### src/rtl/counter_cmd_pkg.sv
// Shared types for the counter command sequencer: opcodes, FSM states, defaults.
// ctrl_of() maps an opcode to its one-hot {load, hold, count_up, count_down} pattern.
package counter_cmd_pkg;

    localparam int DEF_WIDTH = 4;
    localparam int DEF_DEPTH = 4;

    typedef enum logic [1:0] {
        OP_LOAD = 2'b00,
        OP_HOLD = 2'b01,
        OP_UP   = 2'b10,
        OP_DOWN = 2'b11
    } op_e;

    typedef enum logic {
        ST_IDLE  = 1'b0,
        ST_ISSUE = 1'b1
    } state_e;

    function automatic logic [3:0] ctrl_of(input op_e op);
        logic [3:0] r;
        r = 4'b0000;
        case (op)
            OP_LOAD: r = 4'b1000;
            OP_HOLD: r = 4'b0100;
            OP_UP:   r = 4'b0010;
            OP_DOWN: r = 4'b0001;
            default: r = 4'b0000;
        endcase
        return r;
    endfunction

endpackage

### src/rtl/counter_cmd_seq_if.sv
// Command handshake into the sequencer: opcode + argument over valid/ready.
// master drives the command, slave (the sequencer) returns ready.
interface counter_cmd_seq_if
    import counter_cmd_pkg::*;
#(
    parameter int WIDTH = DEF_WIDTH
) ();
    logic             cmd_valid;
    logic             cmd_ready;
    op_e              cmd_op;
    logic [WIDTH-1:0] cmd_arg;

    modport master (output cmd_valid, output cmd_op, output cmd_arg, input  cmd_ready);
    modport slave  (input  cmd_valid, input  cmd_op, input  cmd_arg, output cmd_ready);
endinterface

### src/rtl/cmd_fifo.sv
// Synchronous FIFO with flush; head is read combinationally, push/pop take effect at the edge.
// Push is ignored while full and pop while empty, so callers may gate loosely.
module cmd_fifo #(
    parameter  int DEPTH = 4,
    parameter  int DW    = 6,
    localparam int AW    = $clog2(DEPTH),
    localparam int CW    = AW + 1
) (
    input  logic          clk,
    input  logic          reset_n,
    input  logic          flush,
    input  logic          push,
    input  logic [DW-1:0] push_dat,
    input  logic          pop,
    output logic [DW-1:0] pop_dat,
    output logic          full,
    output logic          empty,
    output logic [CW-1:0] count
);
    logic [DW-1:0] mem [DEPTH];
    logic [AW-1:0] wr_ptr, rd_ptr;
    logic          push_ok, pop_ok;

    assign full    = (count == CW'(DEPTH));
    assign empty   = (count == '0);
    assign push_ok = push && !full && !flush;
    assign pop_ok  = pop && !empty && !flush;
    assign pop_dat = mem[rd_ptr];

    always_ff @(posedge clk or negedge reset_n) begin
        if (!reset_n) begin
            wr_ptr <= '0;
            rd_ptr <= '0;
            count  <= '0;
        end else if (flush) begin
            wr_ptr <= '0;
            rd_ptr <= '0;
            count  <= '0;
        end else begin
            if (push_ok) wr_ptr <= wr_ptr + AW'(1);
            if (pop_ok)  rd_ptr <= rd_ptr + AW'(1);
            count <= count + CW'(push_ok) - CW'(pop_ok);
        end
    end

    // Storage carries no reset; only the pointers define what is valid.
    always_ff @(posedge clk) begin
        if (push_ok) mem[wr_ptr] <= push_dat;
    end

endmodule

### src/rtl/counter_cmd_seq.sv
// Replays queued counter commands as registered one-hot controls; first controls appear one cycle after the pop.
// cmd_ready drops when the FIFO is full or during flush; commands run back-to-back with no idle cycle.
module counter_cmd_seq
    import counter_cmd_pkg::*;
#(
    parameter  int DEPTH = DEF_DEPTH,
    parameter  int WIDTH = DEF_WIDTH,
    localparam int CW    = $clog2(DEPTH) + 1
) (
    input  logic             clk,
    input  logic             reset_n,
    input  logic             flush,
    counter_cmd_seq_if.slave cmd,
    output logic             load,
    output logic             hold,
    output logic             count_up,
    output logic             count_down,
    output logic             En,
    output logic [WIDTH-1:0] initial_value,
    output logic             busy,
    output logic [CW-1:0]    fifo_count
);
    state_e           state, state_nxt;
    logic [WIDTH-1:0] remain, remain_nxt;
    logic [WIDTH-1:0] iv_q, iv_nxt;
    logic [3:0]       ctrl_q, ctrl_nxt;
    logic             en_q, en_nxt;
    logic             fifo_full, fifo_empty, push, pop;
    logic [WIDTH+1:0] head;
    op_e              hd_op;
    logic [WIDTH-1:0] hd_arg;

    assign cmd.cmd_ready = !fifo_full && !flush;
    assign push          = cmd.cmd_valid && cmd.cmd_ready;

    cmd_fifo #(.DEPTH(DEPTH), .DW(WIDTH + 2)) u_fifo (
        .clk      (clk),
        .reset_n  (reset_n),
        .flush    (flush),
        .push     (push),
        .push_dat ({cmd.cmd_op, cmd.cmd_arg}),
        .pop      (pop),
        .pop_dat  (head),
        .full     (fifo_full),
        .empty    (fifo_empty),
        .count    (fifo_count)
    );

    assign hd_op  = op_e'(head[WIDTH+1:WIDTH]);
    assign hd_arg = head[WIDTH-1:0];

    // remain is always 0 in IDLE, so "remain == 0" uniformly means "ready for the next command".
    always_comb begin
        state_nxt  = state;
        remain_nxt = remain;
        iv_nxt     = iv_q;
        ctrl_nxt   = ctrl_q;
        en_nxt     = en_q;
        pop        = 1'b0;
        if (flush) begin
            state_nxt  = ST_IDLE;
            remain_nxt = '0;
            ctrl_nxt   = '0;
            en_nxt     = 1'b0;
        end else if (state == ST_ISSUE && remain != '0) begin
            remain_nxt = remain - WIDTH'(1);
        end else if (!fifo_empty) begin
            pop        = 1'b1;
            state_nxt  = ST_ISSUE;
            en_nxt     = 1'b1;
            ctrl_nxt   = ctrl_of(hd_op);
            remain_nxt = (hd_op == OP_LOAD) ? '0 : hd_arg;
            if (hd_op == OP_LOAD) iv_nxt = hd_arg;
        end else begin
            state_nxt = ST_IDLE;
            ctrl_nxt  = '0;
            en_nxt    = 1'b0;
        end
    end

    always_ff @(posedge clk or negedge reset_n) begin
        if (!reset_n) begin
            state  <= ST_IDLE;
            remain <= '0;
            iv_q   <= '0;
            ctrl_q <= '0;
            en_q   <= 1'b0;
        end else begin
            state  <= state_nxt;
            remain <= remain_nxt;
            iv_q   <= iv_nxt;
            ctrl_q <= ctrl_nxt;
            en_q   <= en_nxt;
        end
    end

    assign {load, hold, count_up, count_down} = ctrl_q;
    assign En            = en_q;
    assign initial_value = iv_q;
    assign busy          = (state == ST_ISSUE);

endmodule
### src/flat_wrapper.sv
// flat-port wrapper written by rule: the top's interface ports become plain ports
module counter_cmd_seq_flat import counter_cmd_pkg::*;
#(
    parameter  int DEPTH = DEF_DEPTH,
    parameter  int WIDTH = DEF_WIDTH,
    localparam int CW    = $clog2(DEPTH) + 1
)
  (clk, reset_n, flush, load, hold, count_up, count_down, En, initial_value, busy, fifo_count, cmd_cmd_valid, cmd_cmd_op, cmd_cmd_arg, cmd_cmd_ready);
  counter_cmd_seq_if #(.WIDTH(WIDTH)) cmd_i ();
  input  logic clk;
  input  logic reset_n;
  input  logic flush;
  output logic load;
  output logic hold;
  output logic count_up;
  output logic count_down;
  output logic En;
  output logic [WIDTH-1:0] initial_value;
  output logic busy;
  output logic [CW-1:0] fifo_count;
  input wire logic [$bits(cmd_i.cmd_valid)-1:0] cmd_cmd_valid;
  input wire logic [$bits(cmd_i.cmd_op)-1:0] cmd_cmd_op;
  input wire logic [$bits(cmd_i.cmd_arg)-1:0] cmd_cmd_arg;
  output wire logic [$bits(cmd_i.cmd_ready)-1:0] cmd_cmd_ready;
  assign cmd_i.cmd_valid = cmd_cmd_valid;
  assign cmd_i.cmd_op = cmd_cmd_op;
  assign cmd_i.cmd_arg = cmd_cmd_arg;
  assign cmd_cmd_ready = cmd_i.cmd_ready;
  counter_cmd_seq #(.DEPTH(DEPTH), .WIDTH(WIDTH)) u_core (.clk(clk), .reset_n(reset_n), .flush(flush), .cmd(cmd_i), .load(load), .hold(hold), .count_up(count_up), .count_down(count_down), .En(En), .initial_value(initial_value), .busy(busy), .fifo_count(fifo_count));
endmodule
### config.mk
export PLATFORM = sky130hd
export DESIGN_NAME = counter_cmd_seq_flat
export DESIGN_NICKNAME = d
export VERILOG_FILES = /design/src/rtl/counter_cmd_pkg.sv /design/src/rtl/counter_cmd_seq_if.sv /design/src/rtl/cmd_fifo.sv /design/src/rtl/counter_cmd_seq.sv /design/src/flat_wrapper.sv
export SDC_FILE = /design/constraint.sdc
export NUM_CORES = 1
export LEC_CHECK = 0
export ABC_AREA = 1
export CAP_MARGIN = 15
export CORE_UTILIZATION = 55
export CTS_CLUSTER_DIAMETER = 100
export DETAILED_ROUTE_END_ITERATION = 10
export PLACE_DENSITY = 0.78
export SLEW_MARGIN = 40
export SYNTH_ARGS = -nofsm -noshare
export SYNTH_HDL_FRONTEND = slang
export SYNTH_HIERARCHICAL = 1
export SYNTH_SLANG_ARGS = --single-unit
### constraint.sdc
create_clock -name clk -period 3.1 [get_ports clk]
set_clock_uncertainty 0.1 [all_clocks]
set_input_delay 0.62 -clock clk [delete_from_list [all_inputs] [get_ports clk]]
set_output_delay 0.62 -clock clk [all_outputs]
set_load 0.005 [all_outputs]
==> results of run 1 <==
[critical path, delay by kind of cell (launching register included)]
| family | cells | cell delay (ps) |
|---|---|---|
| adders and majority gates | 3 | 780 |
| and+or+nand+nor | 7 | 730 |
| DFF | 1 | 450 |
| buffers and inverters | 4 | 380 |
| AOI/OAI and AO/OA | 1 | 130 |
[power breakdown]
part	internal, mW	switching [mW]	total, mW
clock	0.157	0.179	0.336
combinational	0.109	0.111	0.220
sequential	0.657	0.0272	0.684
total	0.923	0.317	1.24
[sequential cells by signal (all words and copies together), names as in the netlist]
name	flops
u_core/u_fifo/count	3
u_core/initial_value	4
u_core/u_fifo/rd_ptr	2
u_core/u_fifo/mem	24
u_core/u_fifo/wr_ptr	2
u_core/ctrl_q	4
u_core/remain	4
u_core/En	1
[path summary, 6_finish.rpt]
check / depth (start not counted) / from / endpoint / slack (ps)
min reg2reg: 2 / u_core/initial_value[3] / u_core/initial_value[3] / 370
min in group clk: 2 / u_core/initial_value[3] / u_core/initial_value[3] / 370
min: 1 / reset_n / u_core/ctrl_q[3] / 160
max reg2reg: 15 / u_core/u_fifo/count[1] / u_core/u_fifo/count[2] / 430
max: 15 / u_core/u_fifo/count[1] / u_core/u_fifo/count[2] / 430
max in group asynchronous: 1 / reset_n / u_core/u_fifo/count[2] / 2420
[final cells by class]
| type | instances | area (µm²) | share of cell area (%) |
|---|---|---|---|
| repair buffers | 31 | 285 | 11.3 |
| inverters | 30 | 113 | 4.46 |
| multi-input cells | 142 | 762 | 30.2 |
| clock buffers | 6 | 72.6 | 2.87 |
| flip-flops and latches | 44 | 1220 | 48.3 |
| well taps | 48 | 60.1 | 2.38 |
| clock inverters | 2 | 12.5 | 0.495 |
[Yosys cell counts]
cell type / n
inv_1: 25
fa_1: 1
nor3b_1: 1
dfrtp_1: 20
o21ai_1: 4
ha_1: 8
o21ai_2: 2
a21oi_1: 1
nor2_2: 3
nand2_4: 3
o21ai_0: 9
nand3_2: 2
buf_6: 2
nand4_1: 12
edfxtp_1: 24
o22ai_1: 6
buf_8: 1
nor2_1: 26
buf_4: 1
or2_2: 2
nand2_1: 50
nand2_2: 1
nand3b_1: 1
inv_2: 5
nand3_1: 10
[cells by family after synthesis]
logic type | after synthesis | share of synthesized area [%]
simple gates | 111 | 24.1
buf+inv | 34 | 7.36
fa+ha+maj | 9 | 5.61
compound gates | 22 | 5.84
flops | 44 | 57.0
[stage by stage]
stage / hold slack, ps / instance area, µm²
global route: 189 / 2530
CTS: 171 / 2530
finish: 164 / 2530
detailed placement: 359 / 2440
floorplan: 224 / 2140
global placement: 357 / 2450
[layer usage]
metal	vias to the layer above	GRT usage [%]	wire length (µm)
met5	-	0	0
met4	0	10.3	78
met3	7	3.75	135
met2	46	36.8	1940
met1	728	25.0	1600
li1	797	-	-
==> results.sh, run 1 <==
export IMPL_status="finished, final reports clean"
export IMPL_area_growth_pct=18.0
export IMPL_num_antenna_cells=0
export IMPL_worstPathRequired_ps=3180
export IMPL_fin_util_pct=68.5
export IMPL_clkTransAtPathRegs_ps=80
export IMPL_drt_wl_total_um=3750
export IMPL_final_cells=303
export IMPL_power_density_mw_per_mm2=491
export IMPL_synth_fp_nets=239
export IMPL_setup_violations_final=0
export IMPL_synth_seq_area_share_pct=57.0
export IMPL_worst_path_most_repeated_cell="inv_1"
export IMPL_syn_inst=220
export IMPL_die_area_mm2=0.00415
export IMPL_yosysWarnings=6
export IMPL_via_per_inst=5.21
export IMPL_cap_violations=0
export IMPL_path_class="flop to flop"
export IMPL_cts_sinks=44
export IMPL_die_h_um=64.4
export IMPL_synth_top_area_cell="edfxtp_1"
export IMPL_first_global_vias=1504
export IMPL_gp_congestion=0.823
export IMPL_synth_seq_cells=44
export IMPL_slew_viol_final=0
export IMPL_cts_tree="done"
export IMPL_synth_top_area_share_pct=33.7
export IMPL_track_usage_pct=21.1
export IMPL_slowest_delay_ps=450
export IMPL_grt_setup_unrepaired="false"
export IMPL_ant_nets=0
export IMPL_arrival_ps=2750
export IMPL_fmax_ghz=0.374
export IMPL_clockRootBuffer="clkbuf_8"
export IMPL_synth_area_per_cell_um2=9.73
export IMPL_final_common_cell="nand2_1"
export IMPL_synth_cell_type_count=25
export IMPL_core_mm2=0.00369
export IMPL_wl_per_cell_um=12.4
export IMPL_final_cell_mix="nand2_1 (50), nor2_1 (26), inv_1 (25)"
export IMPL_hold_violations=0
export IMPL_path_cells="nor2_1 -> nand2_1 -> inv_1 -> nor2_2 -> nand2_1 -> inv_1 -> nand2_1 -> nor2_1 -> ha_1 -> inv_1 -> ha_1 -> inv_1 -> fa_1 -> a21oi_1 -> nor2_1"
export IMPL_synth_area_mm2=0.00214
export IMPL_num_rows=22
export IMPL_cts_resized=0
export IMPL_cts_setup_buffers=0
export IMPL_grt_pass1_wl_um=6500
export IMPL_die_x_um=64.4
export IMPL_period_needed_ps=2670
export IMPL_finalCritPeriodShare_pct=86.2
export IMPL_dp_final_hpwl_um=2800
export IMPL_grt_overflow_total=0
export IMPL_io_buffers=23
export IMPL_critPathSlowestCell="dfrtp_1"
export IMPL_cts_hold_buf=0
export IMPL_tightest_slew_ps=482
export IMPL_ios=24
export IMPL_grt_max_degree=21
export IMPL_slew_headroom_pct=67.9
export IMPL_drc=0
export IMPL_worstPathMaxFanout=5
export IMPL_peakVddDrop_mv=0.314
export IMPL_fin_tns_setup_ps=0
export IMPL_setup_ws_ps=428
export IMPL_netlist_top_cells_area="edfxtp_1 (34%), dfrtp_1 (23%), nand2_1 (8.8%), ha_1 (4.7%), nor2_1 (4.6%)"
export IMPL_dr_first_iter_drc_count=79
export IMPL_num_nets_final=273
export IMPL_initial_utilization_pct=58.0
export IMPL_hp_class="input pin to asynchronous set/reset pin"
export IMPL_start_kind="flop"
export IMPL_total_power_mw=1.24
export IMPL_worstSkewPairLatency_ps=290
export IMPL_leakagePower_nw=1.15
export IMPL_antenna_found_initial=0
export IMPL_drt_first_pass_iters=5
export IMPL_via_count=1578
export IMPL_cts_buffers=5
export IMPL_dpl_worst_slack_ps=146
export IMPL_place_inst=295
export IMPL_nFillCells=294
export IMPL_clk_path_buf_depth=2
export IMPL_drive_gt1_share_pct=13.3
export IMPL_htree_levels=2
export IMPL_endpoint_kind="flop"
(Power assumes the default switching activity.)
==> inputs of run 2 (changes only) <==
CORE_UTILIZATION = 40   (was 55)
GPL_ROUTABILITY_DRIVEN = 0   (was default)
PLACE_DENSITY = default   (was 0.78)
==> run 2 against run 1 <==
Effect of this change: clock power increased by 13%; cell count increased by 7.6%; worst hold slack improved by 210 ps; register-to-register slack improved by 50 ps; sequential power about the same; combinational power about the same; cell area increased by 2.1%; first-iteration DRC count decreased by 27%; non-clock buffer count increased by 1; die area increased by 36%; count of clock-buffer cells in the layout unchanged; sequential share of layout area decreased by 0.99 points; critical path type is now input pin to flop; largest cell class unchanged; largest power group unchanged; highest routed layer unchanged.
==> results.sh, run 2 (synthesized netlist as in run 1, its figures left out) <==
export IMPL_via_per_inst=4.71
export IMPL_cap_violations=0
export IMPL_worstPathMaxFanout=5
export IMPL_ios=24
export IMPL_cts_resized=0
export IMPL_final_cells=326
export IMPL_die_x_um=75.2
export IMPL_grt_pass1_wl_um=6400
export IMPL_grt_overflow_total=0
export IMPL_fmax_ghz=0.374
export IMPL_dr_first_iter_drc_count=58
export IMPL_core_mm2=0.00514
export IMPL_first_global_vias=1420
export IMPL_drive_gt1_share_pct=13.7
export IMPL_tightest_slew_ps=496
export IMPL_drt_first_pass_iters=4
export IMPL_status="finished, final reports clean"
export IMPL_final_common_cell="nand2_1"
export IMPL_cts_tree="done"
export IMPL_hp_class="flop to flop"
export IMPL_hold_violations=0
export IMPL_wl_per_cell_um=11.9
export IMPL_antenna_found_initial=0
export IMPL_fin_tns_setup_ps=0
export IMPL_num_nets_final=274
export IMPL_critPathSlowestCell="clkdlybuf4s50_1"
export IMPL_largest_register_ffs=24
export IMPL_period_needed_ps=2670
export IMPL_dp_final_hpwl_um=2780
export IMPL_clkTransAtPathRegs_ps=90
export IMPL_area_growth_pct=20.5
export IMPL_peakVddDrop_mv=0.255
export IMPL_multi_input_area_um2=762
export IMPL_start_kind="input pin"
export IMPL_slowest_delay_ps=490
export IMPL_io_buffers=23
export IMPL_r2r_slack_ps=480
export IMPL_regMostFlops="u_core/u_fifo/mem"
export IMPL_die_h_um=75.2
export IMPL_num_rows=26
export IMPL_grt_max_degree=21
export IMPL_leakagePower_nw=1.16
export IMPL_slew_viol_final=0
export IMPL_initial_utilization_pct=41.7
export IMPL_track_usage_pct=15.9
export IMPL_path_class="input pin to flop"
export IMPL_grt_setup_unrepaired="false"
export IMPL_path_cells="clkdlybuf4s50_1 -> nor3b_1 -> nand3_2 -> ha_1 -> inv_1 -> ha_1 -> inv_1 -> fa_1 -> a21oi_1 -> nor2_1"
export IMPL_design_area_mm2=0.00258
export IMPL_place_area_mm2=0.00248
export IMPL_power_density_mw_per_mm2=498
export IMPL_worstSkewPairLatency_ps=300
export IMPL_finalCritPeriodShare_pct=86.2
export IMPL_via_count=1537
export IMPL_setup_violations_final=0
export IMPL_seq_area_mm2=0.00122
export IMPL_slew_headroom_pct=66.9
export IMPL_final_cell_mix="nand2_1 (50), nor2_1 (26), inv_1 (25)"
export IMPL_clockRootBuffer="clkbuf_8"
export IMPL_die_area_mm2=0.00565
export IMPL_arrival_ps=2770
export IMPL_clk_path_buf_depth=2
export IMPL_ant_nets=0
export IMPL_num_antenna_cells=0
export IMPL_endpoint_kind="flop"
export IMPL_cts_buffers=5
export IMPL_place_inst=318
export IMPL_cts_sinks=44
export IMPL_cts_hold_buf=0
export IMPL_nFillCells=517
export IMPL_cts_setup_buffers=0
export IMPL_drc=0
export IMPL_worstPathRequired_ps=3190
export IMPL_htree_levels=2
export IMPL_drt_wl_total_um=3880
## run 2: per-stage QoR
step | setup WS [ps] | total power [mW] | utilization [%] | hold WS (ps)
finish | 426 | 1.29 | 50.2 | 373
global route | 199 | 1.36 | 50.2 | 398
CTS | 413 | 1.31 | 50.2 | 380
detailed placement | 98.0 | 0.920 | 48.3 | 358
global placement | 168 | 0.918 | 48.3 | 358
floorplan | 625 | 0.813 | - | 224
## run 2: final timing paths
check | startpoint | to | cells past startpoint
min in group asynchronous | reset_n | u_core/ctrl_q[2] | 2
setup reg to reg | u_core/remain[0] | u_core/u_fifo/count[2] | 15
hold reg to reg | u_core/initial_value[3] | u_core/initial_value[3] | 2
max in group asynchronous | reset_n | u_core/u_fifo/wr_ptr[0] | 2
setup / recovery | flush | u_core/u_fifo/count[2] | 10
hold / removal | u_core/initial_value[3] | u_core/initial_value[3] | 2
## run 2: power breakdown
group	leakage, nW	switching, mW	internal [mW]
Combinational	0.629	0.109	0.111
Clock	0.0434	0.201	0.180
Sequential	0.489	0.0276	0.657
Total	1.16	0.338	0.948
## run 2: layout make-up
type                       instances  share of cell area (%)
sequential                        44                    47.4
tap                               70                    3.40
inverter                          30                    4.37
clock buffer                       6                    3.20
multi-input combinational        142                    29.5
timing repair buffer              32                    11.5
clock inverter                     2                   0.582
## run 2: per-layer routing
| metal | track usage [%] | vias up | wire length (µm) |
|---|---|---|---|
| li1 | - | 795 | - |
| met1 | 19.5 | 711 | 1830 |
| met2 | 26.9 | 26 | 1850 |
| met3 | 4.02 | 5 | 141 |
| met4 | 6.17 | 0 | 66 |
| met5 | 0 | - | 0 |
## run 2: worst max-delay path: cells and delay by family
family                     cells  cell delay [ps]
and+or+nand+nor                3              640
AOI/OAI and AO/OA              1              120
adders and majority gates      3              790
buffers and inverters          3              580
==> inputs of run 3 (changes only) <==
RECOVER_POWER = 100   (was default)
==> run 3 against run 2 <==
Effect of this change: first-iteration DRC count rose by 14%; setup slack got worse by 83 ps; flip-flop and latch count did not move; fmax fell by 3.0%; sequential share of layout area rose by 0.58 points; die area did not move; critical path depth did not move; combinational power fell by 8%.
==> results.sh, run 3 (synthesized netlist as in run 1, its figures left out) <==
export IMPL_via_count=1540
export IMPL_hp_start="u_core/initial_value[3]"
export IMPL_hp_class="flop to flop"
export IMPL_final_cell_mix="nand2_1 (50), nor2_1 (28), inv_1 (26)"
export IMPL_path_buf_inv=3
export IMPL_slew_headroom_pct=25.6
export IMPL_grt_max_degree=21
export IMPL_grt_pass1_wl_um=6400
export IMPL_nFillCells=526
export IMPL_cts_sinks=44
export IMPL_worstReg2RegEnd="u_core/u_fifo/count[2]"
export IMPL_num_rows=26
export IMPL_cts_resized=0
export IMPL_finalCritPeriodShare_pct=88.9
export IMPL_ant_nets=0
export IMPL_num_antenna_cells=0
export IMPL_clockRootBuffer="clkbuf_8"
export IMPL_fin_tns_setup_ps=0
export IMPL_cap_violations=0
export IMPL_arrival_ps=2850
export IMPL_die_area_mm2=0.00565
export IMPL_r2r_slack_ps=480
export IMPL_die_x_um=75.2
export IMPL_reg2reg_from="u_core/remain[0]"
export IMPL_slowest_delay_ps=600
export IMPL_total_power_mw=1.27
export IMPL_cts_buffers=5
export IMPL_core_mm2=0.00514
export IMPL_min_to="u_core/initial_value[3]"
export IMPL_dp_final_hpwl_um=2780
export IMPL_cts_hold_buf=0
export IMPL_drc=0
export IMPL_path_cells="dlygate4sd3_1 -> nor3b_1 -> nand3_2 -> ha_1 -> inv_1 -> ha_1 -> inv_1 -> fa_1 -> a21oi_1 -> nor2_1"
export IMPL_endpoint_kind="flop"
export IMPL_critPathTopFamily="adder cells"
export IMPL_path_class="input pin to flop"
export IMPL_first_global_vias=1420
export IMPL_clkTransAtPathRegs_ps=80
export IMPL_cts_setup_buffers=0
export IMPL_drt_wl_total_um=3870
export IMPL_peakVddDrop_mv=0.253
export IMPL_area_growth_pct=19.0
export IMPL_start_kind="input pin"
export IMPL_critPathSlowestCell="dlygate4sd3_1"
export IMPL_track_usage_pct=15.9
export IMPL_num_nets_final=274
export IMPL_worstPathRequired_ps=3190
export IMPL_ios=24
export IMPL_wl_per_cell_um=11.9
export IMPL_antenna_found_initial=0
export IMPL_slew_viol_final=0
export IMPL_leakagePower_nw=1.17
export IMPL_cp_depth=10
export IMPL_htree_levels=2
export IMPL_largest_register_ffs=24
export IMPL_cts_tree="done"
export IMPL_hold_violations=0
export IMPL_via_per_inst=4.72
export IMPL_worstSkewPairLatency_ps=300
export IMPL_power_density_mw_per_mm2=497
export IMPL_drt_first_pass_iters=4
export IMPL_worstPathMaxFanout=5
export IMPL_grt_overflow_total=0
export IMPL_tightest_slew_ps=1120
export IMPL_io_buffers=23
export IMPL_period_needed_ps=2760
export IMPL_status="finished, final reports clean"
export IMPL_ff2ff_path_depth=15
export IMPL_fmax_ghz=0.363
export IMPL_regMostFlops="u_core/u_fifo/mem"
export IMPL_grt_setup_unrepaired="false"
export IMPL_initial_utilization_pct=41.7
export IMPL_setup_violations_final=0
export IMPL_die_h_um=75.2
export IMPL_hold_depth=2
export IMPL_drive_gt1_share_pct=9.77
export IMPL_clk_path_buf_depth=2
export IMPL_dr_first_iter_drc_count=66
export IMPL_final_common_cell="nand2_1"
-- run 3: worst reg2reg max path, delay by kind of cell, from the launching register on --
kind | cells | cell delay [ps]
compound gates | 1 | 120
fa+ha+maj | 4 | 930
buf+inv | 4 | 340
flops | 1 | 380
simple gates | 6 | 620
-- run 3: layout make-up --
type | count | area [µm²] | area share [%]
Clock buffer | 6 | 82.6 | 3.24
Clock inverter | 2 | 15.0 | 0.589
Inverter | 30 | 113 | 4.42
Multi-Input combinational cell | 142 | 757 | 29.7
Sequential cell | 44 | 1220 | 47.9
Tap cell | 70 | 87.6 | 3.44
Timing Repair Buffer | 32 | 272 | 10.7
-- run 3: how the worst max path moves through the flow --
| stage | startpoint | end | slack [ps] |
|---|---|---|---|
| after floorplan | u_core/u_fifo/count[1] | u_core/u_fifo/count[2] | 630 |
| after global placement | flush | u_core/u_fifo/count[2] | 170 |
| after detailed placement | flush | u_core/u_fifo/count[2] | 100 |
| after CTS | flush | u_core/u_fifo/count[2] | 410 |
| after global routing | flush | u_core/u_fifo/count[2] | 150 |
| final | flush | u_core/u_fifo/count[2] | 340 |
-- run 3: routing by layer --
metal / vias up / share of wire, % / track usage, %
li1: 794 / - / -
met1: 715 / 47 / 19.5
met2: 26 / 48 / 26.9
met3: 5 / 3.3 / 4.02
met4: 0 / 1.7 / 6.17
met5: - / 0 / 0
-- run 3: metrics by stage --
stage | instance area [µm²] | hold slack, ps | worst slack (ps) | std cells | util [%]
final | 2550 | 366 | 343 | 326 | 49.6
after global routing | 2550 | 393 | 150 | 326 | 49.6
after CTS | 2580 | 380 | 413 | 326 | 50.2
after detailed placement | 2480 | 358 | 98.0 | 318 | 48.3
after global placement | 2480 | 358 | 168 | 318 | 48.3
after floorplan | 2140 | 224 | 625 | 220 | -
-- run 3: power breakdown --
part	internal, mW	switching, mW	leakage (nW)
Sequential	0.657	0.0262	0.489
Clock	0.180	0.200	0.0434
Combinational	0.0942	0.108	0.641
Total	0.931	0.335	1.17
